`src/rtl/icache_controller_pkg.sv`:
```
// Shared geometry and FSM encoding for the direct-mapped instruction cache.
package icache_controller_pkg;

    localparam int LINES      = 8;
    localparam int LINE_W     = 128;
    localparam int TAG_W      = 3;
    localparam int INDEX_W    = 3;
    localparam int OFFSET_W   = 2;
    localparam int WORD_W     = 32;
    localparam int BYTE_OFF_W = 2;
    localparam int BLOCK_W    = TAG_W + INDEX_W;
    localparam int PC_MSB     = BYTE_OFF_W + OFFSET_W + BLOCK_W - 1;

    typedef enum logic [1:0] {
        S_IDLE,
        S_REQ,
        S_WAIT,
        S_UPDATE
    } state_e;

endpackage

```
`src/rtl/icache_word_mux.sv`:
```
// Selects one 32-bit instruction word out of a 128-bit cache line.
module icache_word_mux
    import icache_controller_pkg::*;
(
    input  logic [LINE_W-1:0]   i_line,
    input  logic [OFFSET_W-1:0] i_offset,
    output logic [WORD_W-1:0]   o_word
);

    always_comb begin
        // NOTE: default assignment first so every path drives o_word and no latch is inferred.
        o_word = '0;
        case (i_offset)
            2'd0: o_word = i_line[0*WORD_W +: WORD_W];
            2'd1: o_word = i_line[1*WORD_W +: WORD_W];
            2'd2: o_word = i_line[2*WORD_W +: WORD_W];
            2'd3: o_word = i_line[3*WORD_W +: WORD_W];
            default: o_word = '0;
        endcase
    end

endmodule

```
`src/rtl/icache_controller.sv`:
```
// Direct-mapped, read-only instruction cache: 8 lines of 4 words, one
// outstanding block fill at a time from instruction memory.
module icache_controller
    import icache_controller_pkg::*;
(
    input  logic                CLK,
    input  logic                RESET_N,
    input  logic [31:0]         PC,
    input  logic                CPU_READ,
    output logic [WORD_W-1:0]   INSTRUCTION,
    output logic                BUSYWAIT,
    output logic                MEM_READ,
    output logic [BLOCK_W-1:0]  MEM_ADDRESS,
    input  logic [LINE_W-1:0]   MEM_READDATA,
    input  logic                MEM_BUSYWAIT
);

    state_e              r_state;
    logic [LINES-1:0]    r_valid;
    logic [TAG_W-1:0]    r_tag  [LINES];
    logic [LINE_W-1:0]   r_data [LINES];
    logic [BLOCK_W-1:0]  r_fill_addr;
    logic [LINE_W-1:0]   r_fill_buf;
    logic                r_mem_read;

    logic [OFFSET_W-1:0] w_offset;
    logic [INDEX_W-1:0]  w_index;
    logic [TAG_W-1:0]    w_tag;
    logic [INDEX_W-1:0]  w_fill_index;
    logic [TAG_W-1:0]    w_fill_tag;
    logic                w_hit;
    logic                w_unused_pc;

    assign w_offset     = PC[BYTE_OFF_W +: OFFSET_W];
    assign w_index      = PC[BYTE_OFF_W + OFFSET_W +: INDEX_W];
    assign w_tag        = PC[BYTE_OFF_W + OFFSET_W + INDEX_W +: TAG_W];
    assign w_unused_pc  = ^{PC[31:PC_MSB+1], PC[BYTE_OFF_W-1:0]};

    assign w_fill_index = r_fill_addr[INDEX_W-1:0];
    assign w_fill_tag   = r_fill_addr[BLOCK_W-1 -: TAG_W];

    assign w_hit        = CPU_READ & r_valid[w_index] & (r_tag[w_index] == w_tag);
    assign BUSYWAIT     = (r_state != S_IDLE) | (CPU_READ & ~w_hit);
    assign MEM_READ     = r_mem_read;
    assign MEM_ADDRESS  = r_fill_addr;

    // Control state: the fill only ever uses the latched block address, so
    // PC may wander while a fill is in flight.
    always_ff @(posedge CLK or negedge RESET_N) begin
        if (!RESET_N) begin
            r_state     <= S_IDLE;
            r_valid     <= '0;
            r_fill_addr <= '0;
            r_fill_buf  <= '0;
            r_mem_read  <= 1'b0;
        end else begin
            // NOTE: non-blocking assignments so every register samples pre-edge values.
            case (r_state)
                S_IDLE: begin
                    if (CPU_READ && !w_hit) begin
                        r_fill_addr <= PC[PC_MSB -: BLOCK_W];
                        r_mem_read  <= 1'b1;
                        r_state     <= S_REQ;
                    end
                end
                S_REQ: begin
                    if (MEM_BUSYWAIT) r_state <= S_WAIT;
                end
                S_WAIT: begin
                    if (!MEM_BUSYWAIT) begin
                        r_fill_buf <= MEM_READDATA;
                        r_mem_read <= 1'b0;
                        r_state    <= S_UPDATE;
                    end
                end
                S_UPDATE: begin
                    r_valid[w_fill_index] <= 1'b1;
                    r_state               <= S_IDLE;
                end
                default: r_state <= S_IDLE;
            endcase
        end
    end

    // NOTE: tag/data storage has no reset; the valid bits alone qualify its contents.
    always_ff @(posedge CLK) begin
        if (r_state == S_UPDATE) begin
            r_data[w_fill_index] <= r_fill_buf;
            r_tag[w_fill_index]  <= w_fill_tag;
        end
    end

    icache_word_mux u_word_mux (
        .i_line   (r_data[w_index]),
        .i_offset (w_offset),
        .o_word   (INSTRUCTION)
    );

endmodule

```
`config.mk`:
```
export PLATFORM = sky130hd
export DESIGN_NAME = icache_controller
export DESIGN_NICKNAME = d
export VERILOG_FILES = /design/src/rtl/icache_controller_pkg.sv /design/src/rtl/icache_word_mux.sv /design/src/rtl/icache_controller.sv
export SDC_FILE = /design/constraint.sdc
export NUM_CORES = 1
export LEC_CHECK = 0
export ABC_CLOCK_PERIOD_IN_PS = 12500
export BUFFER_PORTS_ARGS = -buffer_cell sky130_fd_sc_hd__buf_2
export CAP_MARGIN = 20
export CORE_MARGIN = 10
export CORE_UTILIZATION = 61
export DETAILED_ROUTE_END_ITERATION = 10
export PLACE_DENSITY = 0.88
export SLEW_MARGIN = 25
export SYNTH_ARGS = -nofsm -noshare
export SYNTH_HDL_FRONTEND = slang
export SYNTH_SLANG_ARGS = --single-unit
```
`constraint.sdc`:
```
create_clock -name CLK -period 12.5 [get_ports CLK]
set_input_delay 1.875 -clock CLK [delete_from_list [all_inputs] [get_ports CLK]]
set_output_delay 1.875 -clock CLK [all_outputs]
set_load 0.01 [all_outputs]
```
==> results of run 1 <==
## per-stage QoR
stage / worst slack (ps) / cells / hold WS, ps / util (%) / cell area (um2)
6_report: 4970 / 3310 / 471 / 70.0 / 51300
5_1_grt: 4680 / 3308 / 490 / 70.0 / 51300
4_1_cts: 4870 / 3307 / 473 / 69.9 / 51300
3_5_place_dp: 4990 / 3095 / 456 / 64.8 / 47500
3_3_place_gp: 5100 / 3095 / 446 / 64.8 / 47500
2_1_floorplan: 2010 / 2023 / 434 / - / 45400
## cell type report
| type | instances | area, um2 | area share [%] |
|---|---|---|---|
| Multi-Input combinational cell | 719 | 9890 | 19.3 |
| Clock inverter | 70 | 726 | 1.41 |
| Inverter | 6 | 22.5 | 0.0439 |
| Tap cell | 959 | 1200 | 2.34 |
| Sequential cell | 1193 | 35100 | 68.4 |
| Timing Repair Buffer | 219 | 1310 | 2.54 |
| Antenna cell | 2 | 5.00 | 0.00975 |
| Clock buffer | 142 | 3060 | 5.96 |
## worst max-delay path, cell delays in order
cell and delay, ps:
sky130_fd_sc_hd__buf_8 400, sky130_fd_sc_hd__buf_4 740, sky130_fd_sc_hd__buf_4 750, sky130_fd_sc_hd__mux4_2 620
sky130_fd_sc_hd__mux2i_1 210, sky130_fd_sc_hd__o22ai_1 290, sky130_fd_sc_hd__nor2_1 340, sky130_fd_sc_hd__a21oi_1 90
sky130_fd_sc_hd__buf_2 190
## logic make-up (layout without fill, tap and decap cells)
family | count (synthesis) | after routing
flops | 1193 | 1193
mux | 536 | 536
simple gates | 73 | 73
fa+ha+maj | 4 | 4
buf+inv | 111 | 437
other cells | 0 | 2
xor+xnor | 6 | 6
compound gates | 100 | 100
## cells in the final DEF, fill, tap and decap left out, types with 8 or more instances in the layout
cell and n:
sky130_fd_sc_hd__buf_2 175, sky130_fd_sc_hd__dfrtp_1 145, sky130_fd_sc_hd__buf_4 34, sky130_fd_sc_hd__clkbuf_8 13
sky130_fd_sc_hd__nor2_4 8, sky130_fd_sc_hd__clkinv_1 19, sky130_fd_sc_hd__clkbuf_1 17, sky130_fd_sc_hd__mux2_2 135
sky130_fd_sc_hd__bufinv_16 13, sky130_fd_sc_hd__mux4_2 261, sky130_fd_sc_hd__mux2i_1 140, sky130_fd_sc_hd__edfxtp_1 1048
sky130_fd_sc_hd__o22ai_1 32, sky130_fd_sc_hd__or2_2 8, sky130_fd_sc_hd__clkbuf_16 113, sky130_fd_sc_hd__a21oi_1 57
sky130_fd_sc_hd__nor3_1 8, sky130_fd_sc_hd__nor2_1 33, sky130_fd_sc_hd__clkinv_2 23
## power by group through the flow
stage / logic (mW) / registers, mW / clock network, mW
2_1_floorplan: 0.883 / 6.15 / 0
3_3_place_gp: 1.28 / 6.17 / 0
3_5_place_dp: 1.33 / 6.33 / 0
4_1_cts: 1.39 / 6.32 / 3.54
5_1_grt: 1.46 / 6.43 / 3.67
6_report: 1.40 / 6.35 / 3.52
## metal layers
layer / routed length (um) / vias up / share of wire, %
met3: 12600 / 320 / 11
li1: - / 8869 / -
met2: 57200 / 2024 / 49
met5: 27 / - / 0.023
met1: 40200 / 11900 / 35
met4: 6320 / 4 / 5.4
## worst max-delay path by stage
| stage | endpoint | slack (ps) | cells after the start |
|---|---|---|---|
| detailed placement | INSTRUCTION[2] | 4990 | 9 |
| CTS | INSTRUCTION[2] | 4870 | 9 |
| floorplan | r_valid[0] | 2010 | 4 |
| global route | INSTRUCTION[2] | 4680 | 9 |
| finish | INSTRUCTION[13] | 4970 | 9 |
| global placement | INSTRUCTION[2] | 5100 | 9 |
## registers in the layout, summed over array words and instances (netlist names)
signal,flops
r_fill_buf,128
r_state,2
r_tag,24
r_data,1024
MEM_READ,1
r_valid,8
MEM_ADDRESS,6
==> results summary, run 1 <==
In this run the critical register-to-register path is captured at r_data[3][77]. The floorplan die width came out at 293 um. The cts-stage hold buffer count is 0. The dominant combinational cell family by area after synthesis is multiplexers. The multiplexer share of the synthesized area came out at 19.4%. The first global-routing pass estimated 171 mm of wire. Global routing used 4.73% of the available met3 tracks. The CTS buffer count is 112. By area the synthesized netlist is led by sky130_fd_sc_hd__edfxtp_1 69%, sky130_fd_sc_hd__mux4_2 13%, sky130_fd_sc_hd__dfrtp_1 8.0%, sky130_fd_sc_hd__mux2_2 3.3%, sky130_fd_sc_hd__mux2i_1 3.1%. The final critical path time including I/O delays and setup came out at 7530 ps. The transition time at the pin with the least slew margin came out at 1040 ps.

The proportion of register bits with asynchronous set or reset after synthesis came out at 12.2%. The count of instances resized after the clock tree is built came out at 0. The number of antenna violations at the first check in global routing is 6. The layout overhead on the synthesized area is 13.0%.

The number of pins exceeding their max-slew limit in the final report came to 0. The worst ir drop on vdd came out at 0.000138 V. Summed over all failing endpoints, the final setup total negative slack is 0 ps.

The fraction of synthesized cell area in xor and xnor cells is 0.116%. The maximum achievable frequency came out at 0.133 GHz. The path with the worst hold slack has its endpoint at r_valid[3].

Setup repair after global routing left no endpoint under its margin. In this run, synthesis produced a sequential element count of 1,193. The aggregate global routing overflow is 0. The detail-routed net length per standard cell came out at 35.1 um. The switching part of the total came out at 27.2%. The H-tree depth is 3. The share of cells above drive strength 1 came out at 34.5%. TritonCTS built the clock tree. The maximum number of pins on one net before global-route repair is 133. Of all cell types, the one taking the most synthesized area is sky130_fd_sc_hd__edfxtp_1. The buffer levels on the longest clock path is 3. Max-cap violations in this run came to 0. The count of flip-flops with a built-in enable after synthesis came out at 1,048. The cell sitting at the root of the clock tree is a sky130_fd_sc_hd__clkbuf_16. By count the netlist is led by 1,048 x sky130_fd_sc_hd__edfxtp_1, 261 x sky130_fd_sc_hd__mux4_2, 145 x sky130_fd_sc_hd__dfrtp_1. After synthesis, the largest area contributor takes up 69.3% of total cell area. The tightest min-delay check is of the flop to flop type.

The number of standard cells after synthesis is 2,023. The clock network accounts for 31.3% of the total power. The overall power of the completed layout is 11.3 mW. Of the synthesized area, sequential elements account for 77.3%. For the worst setup path, the data required time is 10,620 ps.

The internal portion of the total power is 8.20 mW. The leakage power total came out at 17.4 nW. The standard-cell row count came out at 99. The total count of hold-check failures in the final report is 0. The total of fill cells in the finished design came out at 3,901. The core outline area came out at 73,300 um2. For this configuration, the core starts out at a cell density of 61.9%. The final weighted congestion in routability-driven placement came out at 0.752. The fraction of the mapped netlist area in adder cells is 0.110%. Global routing used 43.8% of the available met2 tracks. The timing startpoint of the critical path is PC[4]. The worst register-to-register path begins at r_state[0]. The number of clock sinks seen by CTS came out at 1,193. The final count of negative-setup-slack endpoints is 0. The count of buffers inserted at the top-level ports came out at 179.

The mapped cell area is 45,400 um2. The number of violations reported at the end of detailed-routing iteration 0 is 3,406. The startpoint identified for the worst hold timing path is r_valid[3]. After clock tree synthesis, the setup repair step added 0 buffers. The number of global-route vias before repair is 23.8k. For this run, design rule violations remaining after detail routing come to 0. The clock transition at the register clock pins on the worst setup and hold paths after CTS is 60 ps.

The worst register-to-register path has a depth of 5. The share of total power dissipated in sequential elements is 56.3%. The largest driver fanout on the critical path came out at 49. The maximum clock skew at final layout is 29.9 ps. The switching component of the power came out at 3.07 mW. The worst setup path is launched from an input pin. In the routed layout, each cell is associated on average with a via count of 6.99. The number of nets in the final layout came out at 2,419. Summed over all layers, the routed wires come to 116 mm. The HPWL reported at the end of detailed placement is 58.3 mm. Dividing the final minimum period by the clock period gives 60.3%. The critical path in this run is classified as input pin to output port.

The fraction of the mapped netlist area in simple logic gates came out at 0.719%. The number of optimization iterations in the first detailed-route pass came out at 5. The synthesis warning total came out at 0. The via count came out at 23.1k. The remaining max-slew budget at the tightest pin came out at 30.6%. met2 is the most crowded layer. The met1 layer usage reported by global route is 36.2%. The die footprint came out at 85,800 um2. The clock reaches the later pin of the worst-skew pair after 690 ps. The die is 293 um tall. Global routing consumed, over all layers together, 27.3% of the routing resources. STA classifies the critical path endpoint as an output port. The net count of the mapped netlist is 2,191.

The number of stages on the worst hold path is 1. Setup slack on the worst reg-to-reg path comes out at 9250 ps. The combinational group share of total power is 12.4%. In this run the count of I/O pins placed on the die edge is 204.

The run finished with clean final reports. The most used flip-flop cell after synthesis is sky130_fd_sc_hd__edfxtp_1. The count of nets left with antenna violations after detail routing is 0.

The distinct cell type count after synthesis came out at 34. The power density of the placed cells is 220 nW/um2. The arrival time at the worst endpoint came out at 5660 ps. The most common cell in the synthesized netlist is sky130_fd_sc_hd__edfxtp_1. The synthesized area per cell came out at 22.4 um2. Summing the areas of all compound-gate instances in the mapped netlist gives 1.31% of the synthesized area.
Power figures use the tool's default switching activity.
==> run 2: changes to the inputs <==
- ABC_CLOCK_PERIOD_IN_PS: 12500 -> 6950
- clock period: 12.5 -> 6.95 ns (I/O delays scaled with it)
==> results summary, run 2 (synthesized netlist as in run 1, its figures left out) <==
The worst setup path is of the input pin to output port kind. The pre-CTS worst setup slack is 2030 ps (-2950 ps). The ratio of final minimum period to clock period is 72.5%.

The total of fill cells in the finished design was 3,961 (+1.5%). The initial standard-cell utilization of the core came to 61.9% (unchanged). The largest driver fanout on the critical path is 64 (+31%).

The height of the chip is 293 um (unchanged). The leading cell type in the layout, fill and taps excluded is sky130_fd_sc_hd__edfxtp_1. The met2 global-route usage is 43.7% (-0.057 points). The switching component of the power is 5.63 mW (+83%).

The post-layout worst setup margin was 1910 ps (-3050 ps). The number of DRC violations after detailed routing came out at 0 (unchanged). The met3 track utilization from global routing came to 5.00% (+0.27 points).

The count of buffers inserted at the top-level ports came to 179 (unchanged). The switching part of the total is 27.9% (+0.64 points). The first-pass GRT wire length came to 170 mm (-0.54%).

The final count of negative-setup-slack endpoints is 0 (unchanged). The max capacitance violation total came out at 0 (unchanged). The kind of capture point of the worst setup path is an output port. The class of the tightest hold or removal check is input pin to async pin. The buffer levels on the longest clock path is 3 (unchanged). The cell-internal power is 14.6 mW (+78%). The maximum number of pins on one net before global-route repair is 133 (unchanged). The leakage power total came out at 17.3 nW (-0.40%). The share of cells above drive strength 1 came to 34.2% (-0.25 points). The aggregate global routing overflow came to 0 (unchanged).

The power share of the clock group is 30.5% (-0.8 points). The critical path data required time is 5910 ps (-4710 ps). After global routing, the most crowded layer is met2.

The TritonCTS clock tree is built. The count of instances resized after the clock tree is built was 0 (unchanged). The floorplan die width was 293 um (unchanged).

The aggregate routed wire length came out at 119 mm (+2.7%). The mean number of vias per cell is 7.08 (+1.3%). The final weighted congestion in routability-driven placement came out at 0.738 (-1.9%). The number of antenna violations at the first check in global routing is 4 (-2).

The H-tree depth is 3 (unchanged). The count of nets left with antenna violations after detail routing is 0 (unchanged). The overall power of the completed layout is 20.2 mW (+79%). The CTS buffer count came out at 109 (-2.7%). The number of nets in the final layout was 2,414 (-0.21%). The maximum achievable frequency is 0.199 GHz. The layout overhead on the synthesized area is 12.9% (about the same). The number of violations reported at the end of detailed-routing iteration 0 is 3,849 (+13%).

The transition time at the pin with the least slew margin is 1120 ps (+76.1 ps). STA classifies the critical path startpoint as an input pin. The arrival time at the worst endpoint is 3990 ps (-1670 ps). The power density of the placed cells came to 394 nW/um2 (+79%). The number of optimization iterations in the first detailed-route pass is 5 (unchanged).

The overall routing resource usage is 27.2% (-0.062 points). The clock transition at the register clock pins on the worst setup and hold paths after CTS is 60 ps (about the same). The worst ir drop on vdd is 0.000324 V (+130%). The total placed cells including tap cells came out at 3,093 (-0.065%).

The number of clock sinks seen by CTS came out at 1,193 (unchanged). The run finished with clean final reports. The remaining max-slew budget at the tightest pin is 25.5% (-5.1 points). The library cells used most frequently in the layout, excluding fill and tap cells, are 1,048 x sky130_fd_sc_hd__edfxtp_1, 261 x sky130_fd_sc_hd__mux4_2, 175 x sky130_fd_sc_hd__buf_2. The multi-input combinational cell area was 9910 um2 (+0.15%). The count of pins on the block boundary is 204 (unchanged). The die footprint is 85,800 um2 (unchanged).

The HPWL reported at the end of detailed placement came out at 56.6 mm (-2.8%). The final cell count without fillers came out at 3,302 (-0.24%). The total count of hold-check failures in the final report came out at 0 (unchanged).

The flip-flop count of the largest register, all copies and words added is 1,024 (unchanged). The sequential share of power was 57.1% (+0.8 points). The detail-routed net length per standard cell came out at 36.2 um (+3.0%).

Setup repair after global routing left no endpoint under its margin. The setup TNS after final layout is 0 ps (unchanged). The via count came out at 23.4k (+1.0%).

The core outline area is 73,300 um2 (unchanged). The sequential cell area came out at 35,100 um2 (unchanged). The number of global-route vias before repair is 23.6k (-0.89%).

The root buffer cell is sky130_fd_sc_hd__clkbuf_16. The number of pins exceeding their max-slew limit in the final report is 0 (unchanged). The final critical path time including I/O delays and setup is 5040 ps.

The met1 layer usage reported by global route came to 35.9% (-0.28 points). The cts-stage hold buffer count is 0 (unchanged). The largest registers in the layout are r_data (1024), r_fill_buf (128), r_tag (24). The register with the most flip-flops is r_data. The maximum clock skew at final layout was 63.7 ps (+33.9 ps). The post-CTS setup buffer count was 0 (unchanged). The combinational group share of total power came out at 12.4% (about the same). The standard-cell row count came to 99 (unchanged). The number of antenna diodes was 0 (-2). The worst-skew pair later-pin latency is 710 ps (+20 ps).
## run 2: cell types whose count changed in the layout (fill, tap and decap cells not counted), sizes merged
cell | before | now
inv | 13 | 10
diode | 2 | 0
buf | 218 | 216
clkinv | 46 | 49
clkbuf | 143 | 137
clkinvlp | 4 | 8
bufinv | 13 | 11
## run 2: worst max-delay path, cell delays in order
cell	delay, ps
sky130_fd_sc_hd__buf_8	530
sky130_fd_sc_hd__buf_12	450
sky130_fd_sc_hd__mux4_2	610
sky130_fd_sc_hd__mux2i_1	250
sky130_fd_sc_hd__o22ai_1	140
sky130_fd_sc_hd__nor2_1	480
sky130_fd_sc_hd__a21oi_1	130
sky130_fd_sc_hd__buf_2	200
## run 2: power by group through the flow
stage          combinational (mW)  sequential (mW)  clock, mW
2_1_floorplan                1.59             11.0          0
3_3_place_gp                 2.30             11.1          0
3_5_place_dp                 2.38             11.4          0
4_1_cts                      2.50             11.4       6.14
5_1_grt                      2.63             11.6       6.43
6_report                     2.51             11.5       6.16
## run 2: per-stage QoR
step	cell area, um2	util, %	hold WS, ps
after detailed placement	47600	64.9	452
after global placement	47600	64.9	446
after floorplan	45400	-	434
final	51300	69.9	341
after global routing	51300	69.9	400
after CTS	51200	69.9	363
## run 2: cell type report
class	instances	area share (%)
clock inverters	72	1.36
flip-flops and latches	1193	68.5
repair buffers	217	2.75
inverters	6	0.0439
clock buffers	136	5.70
well taps	959	2.34
multi-input cells	719	19.3
## run 2: path summary, 6_finish.rpt
kind / from / endpoint / slack [ps] / cells past startpoint
worst max register to register: r_state[0] / r_data[4][118] / 3940 / 5
max in group asynchronous: RESET_N / r_fill_buf[55] / 5240 / 2
worst min-delay path: RESET_N / r_fill_buf[6] / 340 / 1
min in group CLK: r_valid[4] / r_valid[4] / 480 / 1
worst max-delay path: PC[4] / INSTRUCTION[10] / 1910 / 8
worst min register to register: r_valid[4] / r_valid[4] / 480 / 1
## run 2: routing by layer
metal,share of wire [%],wire (um),vias to the layer above
li1,-,-,8858
met1,34,40500,12000
met2,50,59200,2157
met3,11,13300,366
met4,5.4,6490,8
met5,0.046,55,-
